[src/rtl/bsg_fifo_1r1w_rolly_multi.sv]
// bsg_fifo_1r1w_rolly_multi
//
// Speculative FIFO with three pointers:
//   cptr - commit point; entries older than this are gone for good
//   rptr - next entry presented to the consumer
//   wptr - next slot to be written
// Entries read by the consumer stay resident until committed. A roll rewinds
// rptr to the (post-commit) commit point and replays everything uncommitted.
// A clear drops every unread entry by pulling wptr back to the new rptr.
// Up to max_cmt_p entries can be committed per cycle.
//
// Ports:
//   clk_i          clock
//   reset_n_i      asynchronous active-low reset (pointers only, storage kept)
//   data_i/v_i     enqueue payload / valid, accepted when ready_o=1
//   ready_o        not full and no clear this cycle
//   data_o/v_o     head-of-read payload (combinational read) / valid
//   yumi_i         consumer takes data_o; only legal while v_o=1
//   cmt_v_i        commit request, cmt_cnt_i entries (1..max_cmt_p)
//   roll_v_i       rewind rptr to the commit point
//   clr_v_i        drop all unread entries
//   spec_count_o   wptr - rptr (unread entries)
//   total_count_o  wptr - cptr (resident entries)

module bsg_fifo_1r1w_rolly_multi #(
  parameter int width_p   = 64,
  parameter int els_p     = 8,
  parameter int max_cmt_p = 2,
  localparam int ptr_width_lp = ((els_p <= 1) ? 1 : $clog2(els_p)) + 1,
  localparam int cnt_width_lp = ((els_p + 1 <= 1) ? 1 : $clog2(els_p + 1)),
  localparam int cmt_width_lp = ((max_cmt_p + 1 <= 1) ? 1 : $clog2(max_cmt_p + 1))
) (
  input  logic                    clk_i,
  input  logic                    reset_n_i,
  input  logic [width_p-1:0]      data_i,
  input  logic                    v_i,
  output logic                    ready_o,
  output logic [width_p-1:0]      data_o,
  output logic                    v_o,
  input  logic                    yumi_i,
  input  logic                    cmt_v_i,
  input  logic [cmt_width_lp-1:0] cmt_cnt_i,
  input  logic                    roll_v_i,
  input  logic                    clr_v_i,
  output logic [cnt_width_lp-1:0] spec_count_o,
  output logic [cnt_width_lp-1:0] total_count_o
);

  localparam int idx_width_lp = ptr_width_lp - 1;

  logic [ptr_width_lp-1:0] cptr_q, cptr_d;
  logic [ptr_width_lp-1:0] rptr_q, rptr_d;
  logic [ptr_width_lp-1:0] wptr_q, wptr_d;

  logic [width_p-1:0] mem_q [els_p];

  logic empty, full, enq, read;
  logic [ptr_width_lp-1:0] cmt_inc;

  // Flags come from registered pointers only, so a commit that frees space
  // cannot open ready_o until the cycle after.
  assign empty = (rptr_q == wptr_q);
  assign full  = (wptr_q[idx_width_lp-1:0] == cptr_q[idx_width_lp-1:0])
              && (wptr_q[ptr_width_lp-1] != cptr_q[ptr_width_lp-1]);

  assign ready_o = ~full & ~clr_v_i;
  assign v_o     = ~empty & ~roll_v_i;
  assign enq     = v_i & ready_o;
  assign read    = yumi_i;

  assign data_o = mem_q[rptr_q[idx_width_lp-1:0]];

  assign spec_count_o  = cnt_width_lp'(wptr_q - rptr_q);
  assign total_count_o = cnt_width_lp'(wptr_q - cptr_q);

  // Next-state chain: commit first, then roll lands on the post-commit
  // point, then clear collapses wptr onto the resulting rptr.
  always_comb begin
    cmt_inc = '0;
    if (cmt_v_i) begin
      cmt_inc = ptr_width_lp'(cmt_cnt_i);
    end
    cptr_d = cptr_q + cmt_inc;
    rptr_d = roll_v_i ? cptr_d : (rptr_q + ptr_width_lp'(read));
    wptr_d = clr_v_i  ? rptr_d : (wptr_q + ptr_width_lp'(enq));
  end

  always_ff @(posedge clk_i or negedge reset_n_i) begin
    if (!reset_n_i) begin
      cptr_q <= '0;
      rptr_q <= '0;
      wptr_q <= '0;
    end else begin
      cptr_q <= cptr_d;
      rptr_q <= rptr_d;
      wptr_q <= wptr_d;
    end
  end

  // Storage has no reset; stale contents are hidden behind v_o.
  always_ff @(posedge clk_i) begin
    if (enq) begin
      mem_q[wptr_q[idx_width_lp-1:0]] <= data_i;
    end
  end

`ifndef SYNTHESIS
  localparam int room_width_lp = ptr_width_lp + 1;

  logic [ptr_width_lp-1:0]  read_minus_cmt;
  logic [room_width_lp-1:0] cmt_room;

  // A commit may cover everything already read plus the entry read this cycle.
  assign read_minus_cmt = rptr_q - cptr_q;
  assign cmt_room = room_width_lp'(read_minus_cmt) + room_width_lp'(read);

  always_ff @(posedge clk_i) begin
    if (reset_n_i) begin
      assert (!cmt_v_i || ((cmt_cnt_i != '0)
              && (room_width_lp'(cmt_cnt_i) <= cmt_room)))
        else $error("illegal commit count %0d (room %0d)", cmt_cnt_i, cmt_room);
      assert (!yumi_i || v_o)
        else $error("yumi_i asserted while v_o=0");
    end
  end
`endif

endmodule

[config.mk]
export PLATFORM = sky130hd
export DESIGN_NAME = bsg_fifo_1r1w_rolly_multi
export DESIGN_NICKNAME = d
export VERILOG_FILES = /design/src/rtl/bsg_fifo_1r1w_rolly_multi.sv
export SDC_FILE = /design/constraint.sdc
export NUM_CORES = 1
export LEC_CHECK = 0
export ABC_AREA = 1
export BUFFER_PORTS_ARGS = -buffer_cell sky130_fd_sc_hd__buf_2
export CAP_MARGIN = 5
export CORE_MARGIN = 8
export CORE_UTILIZATION = 60
export DETAILED_ROUTE_END_ITERATION = 10
export PLACE_DENSITY = 0.89
export SLEW_MARGIN = 25
export SYNTH_ARGS = -nofsm -noshare
export SYNTH_HDL_FRONTEND = slang
export SYNTH_SLANG_ARGS = --single-unit
[constraint.sdc]
create_clock -name clk_i -period 5.6 [get_ports clk_i]
set_clock_uncertainty 0.2 [all_clocks]
set_input_delay 0.56 -clock clk_i [delete_from_list [all_inputs] [get_ports clk_i]]
set_output_delay 0.56 -clock clk_i [all_outputs]
set_load 0.005 [all_outputs]
# Word level (Yosys, flattened, before mapping)
# Memories as Yosys holds them, arrays and structs flattened.
# Cells that the tools add are included.
dict set report word_totals {
  ff_bits 12
  ram_bits 512
  input_bits 73
  output_inout_bits 74
  word_cells 25
  n_memories 1
}
# name depth width rd rd_clocked_by_memory_dff write_ports line
set mem_list {}
lappend mem_list {mem_q 8 64 1 0 1 55} ;# logic [width_p-1:0] mem_q [els_p];
dict set report classes {
  addsub 5
  eq_ne 3
  mux 5
  bitwise 7
  reduce_logical 1
}
# cell count
set op_table {}
lappend op_table {{4-bit by 1-bit adder with 4-bit output} 2}
lappend op_table {{4-bit 2-to-1 mux} 2}
lappend op_table {{4-bit subtractor} 2}
lappend op_table {{4-bit adder} 1}
lappend op_table {{4-bit equality test} 1}
lappend op_table {{1-bit inverter} 4}
lappend op_table {{1-bit bitwise AND} 3}
lappend op_table {{3-bit equality test} 1}
lappend op_table {{1-bit 2-to-1 mux} 2}
lappend op_table {{2-bit 2-to-1 mux} 1}
lappend op_table {{1-bit logical AND} 1}
lappend op_table {{1-bit inequality test} 1}

# Depth between registers and ports, before layout
dict set report logic_depth {
  depth_word 7
  ltp_mapped 12
  depth_no_buf 12
}

# Least setup slack after synthesis
# Ideal clock, no wire load.
dict set report synth_timing {
  kind {reg2reg}
  start {register wptr_q[2]}
  end {memory mem_q[0][0], enable pin}
  setup_ns 0.487
  t_arrival_ns 3.896
  required_ns 4.913
  slack_ns 1.017
  stages_incl_launch_ff 7
  path_buffers 0
  period_less_slack_ns 4.583
  path_cell_list {dfrtp_1 ha_1 nand2_1 inv_1 nand3_1 nand3_1 nor2_1}
}
dict set report synth_via {
  elab_chain_cells 7
}
# item line
set synth_rtl {}
lappend synth_rtl {{start, declared} 53} ;# logic [ptr_width_lp-1:0] wptr_q, wptr_d;
lappend synth_rtl {{start signal, assigned} 96} ;# wptr_q <= wptr_d;
lappend synth_rtl {{3-bit equality test} 63} ;# assign full = (wptr_q[idx_width_lp-1:0] == cptr_q[idx_width_lp-1:0])
lappend synth_rtl {{1-bit logical AND} 64} ;# && (wptr_q[ptr_width_lp-1] != cptr_q[ptr_width_lp-1]);
lappend synth_rtl {{1-bit inverter} 66} ;# assign ready_o = ~full & ~clr_v_i;
lappend synth_rtl {{1-bit bitwise AND} 66}
lappend synth_rtl {{1-bit bitwise AND} 68} ;# assign enq = v_i & ready_o;
lappend synth_rtl {{1-bit 2-to-1 mux} 102} ;# if (enq) begin
lappend synth_rtl {{1-bit 2-to-1 mux (implied by the code)} 103} ;# mem_q[wptr_q[idx_width_lp-1:0]] <= data_i;
lappend synth_rtl {{end, declared} 55}
# Several ways; a longest one is shown, not always the timed one.

# Final worst setup path
dict set report layout_timing {
  start {register rptr_q[0]}
  end {output data_o[27]}
}
dict set report layout_via {
  elab_chain_cells 1
}
# item line
set layout_rtl {}
lappend layout_rtl {{start, declared} 52} ;# logic [ptr_width_lp-1:0] rptr_q, rptr_d;
lappend layout_rtl {{start signal, assigned} 95} ;# rptr_q <= rptr_d;
lappend layout_rtl {{memory read 8 x 64 bit} --}
lappend layout_rtl {{end, declared} 38} ;# output logic [width_p-1:0] data_o,
# No other way between the ends.

==> results.md <==
- Outcome: completed
- DRC: 0
- Tmin final: between 4000 and 5000 ps
- Worst slack at placement: 1970 ps
- Gpl congestion: 0.840
- Yosys Warn Count: 0
- P&R area growth vs syn: 13.5%
- WL final: about 48 mm
- Post-CTS Hold Buffers: 1
- Clock Latency Late Sink: around 570 ps
- Die Height: 203 µm
- DR vias/cell: ~5.9
- Asr flop ratio synth: 0.0229
- Clock sink count: ~520
- Setup_tns: 0 ps
- Cell area after layout: ~24,000 µm²
- TritonRoute pass-1 iters: 5
- Largest net degree at the start of global routing: roughly 140
- Vias in the first global route: approximately 14,000
- Antenna violations before repair: 10
- Hold WS: 50.7 ps
- Instance area after placement: around 22,000 µm²
- Arr. time, crit path: approximately 3600 ps
- Met1 usage: 0.269
- Syn Area/Cell: approximately 12 µm²
- Share of cells above drive strength 1: 0.137
- CTS H-tree depth: 2
- Final Non-Filler Cells: 2,317
- Core ar.: 34,500 µm²
- CP endpoint kind: primary output
- Synth Net Count: 1,783
- First-pass GRT wire length: around 73 mm
- Inst Count DP: ~2,200
- Setup violators final: 0
- Worst Path Required: between 4000 and 5000 ps
- Reg2reg start: cptr_q[2]
- TritonCTS buffer count: 50
- Die W: 203 µm
- Util after Layout: 0.689
- RSZ-0062 raised after global routing: false
- CTS tree: yes
- Top-area cell type share of the netlist area: 0.735
- Most common flop cell mapped by yosys: edfxtp_1
- Number of gates resized after cts: 0
- Max clock buf depth: 3
- CP Class: reg2out
- Worst vdd rail ir drop: approximately 0.38 mV
- Synthesized area: between 20,000 and 25,000 µm²
- Slew Limit Fails: 0
- Post-DP HPWL: 25.8 mm
- Max_cap viols: 0
- Slew HR: 0.322
- Crit-path max FO: 95
- Fmax: ~230 MHz
- Post-synth top area cell: edfxtp_1
- Met2 Resource Use GR: 0.400
- WL per Instance: between 20 and 25 µm
- PwrDens: between 500 and 600 nW/µm²
- P_leak: about 8.4 nW
- Routed via count: 13,700
- Worst setup path start: rptr_q[0]
- Worst-Margin Slew: ~1000 ps
- Post-CTS Setup Inserts: 0
- Hold Vio Cnt, Final: 0
- DRT iter0 DRCs: ~1,400
- Period utilisation layout: 0.772
- Fin nets: roughly 1,900
- Seq/Total Area, Yosys: 0.749
- Power, Total: ~12 mW
- Top cells by area, synth: edfxtp_1 (73%), nor2_1 (7.1%), o21ai_0 (6.9%)
- FF+latch count, synth: 524
- Final Worst Setup Slack: 1270 ps
- IO Count: between 100 and 150
- DIE AREA: around 41,000 µm²
- Worst hold path startpoint: data_i[1]
- IO buf count: 146
- All-Layer GR Usage: 0.225
- Final ANT Viol Nets: 0
- GRT overflow: 0
- Startpoint Class: flop
- Met3 Usage GRT: 0.0408
- Worst-path clk slew: 60 ps
- Cells after synthesis: about 1,700
- Post-synth EDFFs: between 500 and 600
- Initial core utilization: 0.607
- Clk root buf: clkbuf_16
- Busiest grt layer: met2
- Tightest Hold Check Type: in2reg
- Row cnt: 68
- Yosys cell types: 24
==> flip-flops by register name (all words and copies together), names as in the netlist <==
register,flops
cptr_q,4
mem_q,512
rptr_q,4
wptr_q,4
==> critical path, cell delays in order, from the launching register on <==
cell	delay [ps]
dfrtp_4	1020
buf_4	860
nor2_1	170
nor2_1	190
o21ai_0	140
o21ai_1	150
nand2_1	80
nand2_1	160
buf_2	130
==> cell families (layout without fill, tap and decap cells) <==
family	count (synthesis)	after routing	synth area share
fa+ha+maj	15	15	0.0100
xor+xnor	10	10	0.00419
buf+inv	123	285	0.0284
other cells	0	5	0
compound gates	393	393	0.0941
simple gates	630	630	0.114
flops	524	524	0.749
==> cells in the final DEF, fill, tap and decap left out, types with 5 or more instances in the layout <==
| cell type | n |
|---|---|
| buf_2 | 146 |
| buf_4 | 18 |
| bufinv_16 | 7 |
| clkbuf_1 | 12 |
| clkbuf_16 | 53 |
| clkinv_1 | 6 |
| clkinv_2 | 6 |
| dfrtp_1 | 9 |
| diode_2 | 5 |
| edfxtp_1 | 512 |
| ha_1 | 12 |
| inv_1 | 22 |
| nand2_1 | 220 |
| nand3_1 | 13 |
| nor2_1 | 387 |
| nor2_4 | 8 |
| o21ai_0 | 290 |
| o21ai_1 | 98 |
| xnor2_1 | 7 |
==> path summary, 6_finish.rpt <==
check / endpoint / slack, ps / cells past startpoint
worst max-delay path: data_o[27] / 1270 / 8
worst min-delay path: mem_q[6][1] / 50 / 1
worst max register to register: mem_q[6][29] / 1900 / 8
worst min register to register: cptr_q[0] / 380 / 1
max in group asynchronous: rptr_q[1] / 4770 / 2
min in group asynchronous: cptr_q[1] / 190 / 2
==> report_power, final <==
part	switching, mW	internal (mW)	leakage, nW
registers	0.222	4.64	4.76
clock network	1.38	2.05	0.814
logic	2.60	1.28	2.85
total	4.20	7.97	8.43
==> cell usage after synthesis, drive strengths merged (3+ instances only) <==
library cell / count
o21ai: 388
nor2: 395
clkbuf: 58
dfrtp: 12
nand3: 13
ha: 12
xnor2: 7
fa: 3
inv: 24
buf: 41
edfxtp: 512
nand2: 220
a21oi: 3
xor2: 3
==> layer usage <==
metal | wire length, µm | share of wire
met4 | 1580 | 0.033
met3 | 3760 | 0.079
met1 | 17400 | 0.37
met2 | 24700 | 0.52
met5 | 59 | 0.0012
==> layout make-up <==
class	instances	area, µm²
antenna	5	12.5
clock buffer	65	1370
clock inverter	25	314
fill	2172	10700
inverter	24	95.1
multi-input combinational	1048	4710
sequential	524	15700
tap	455	569
timing repair buffer	171	986
No activity file was read; power rests on OpenSTA's default activity.
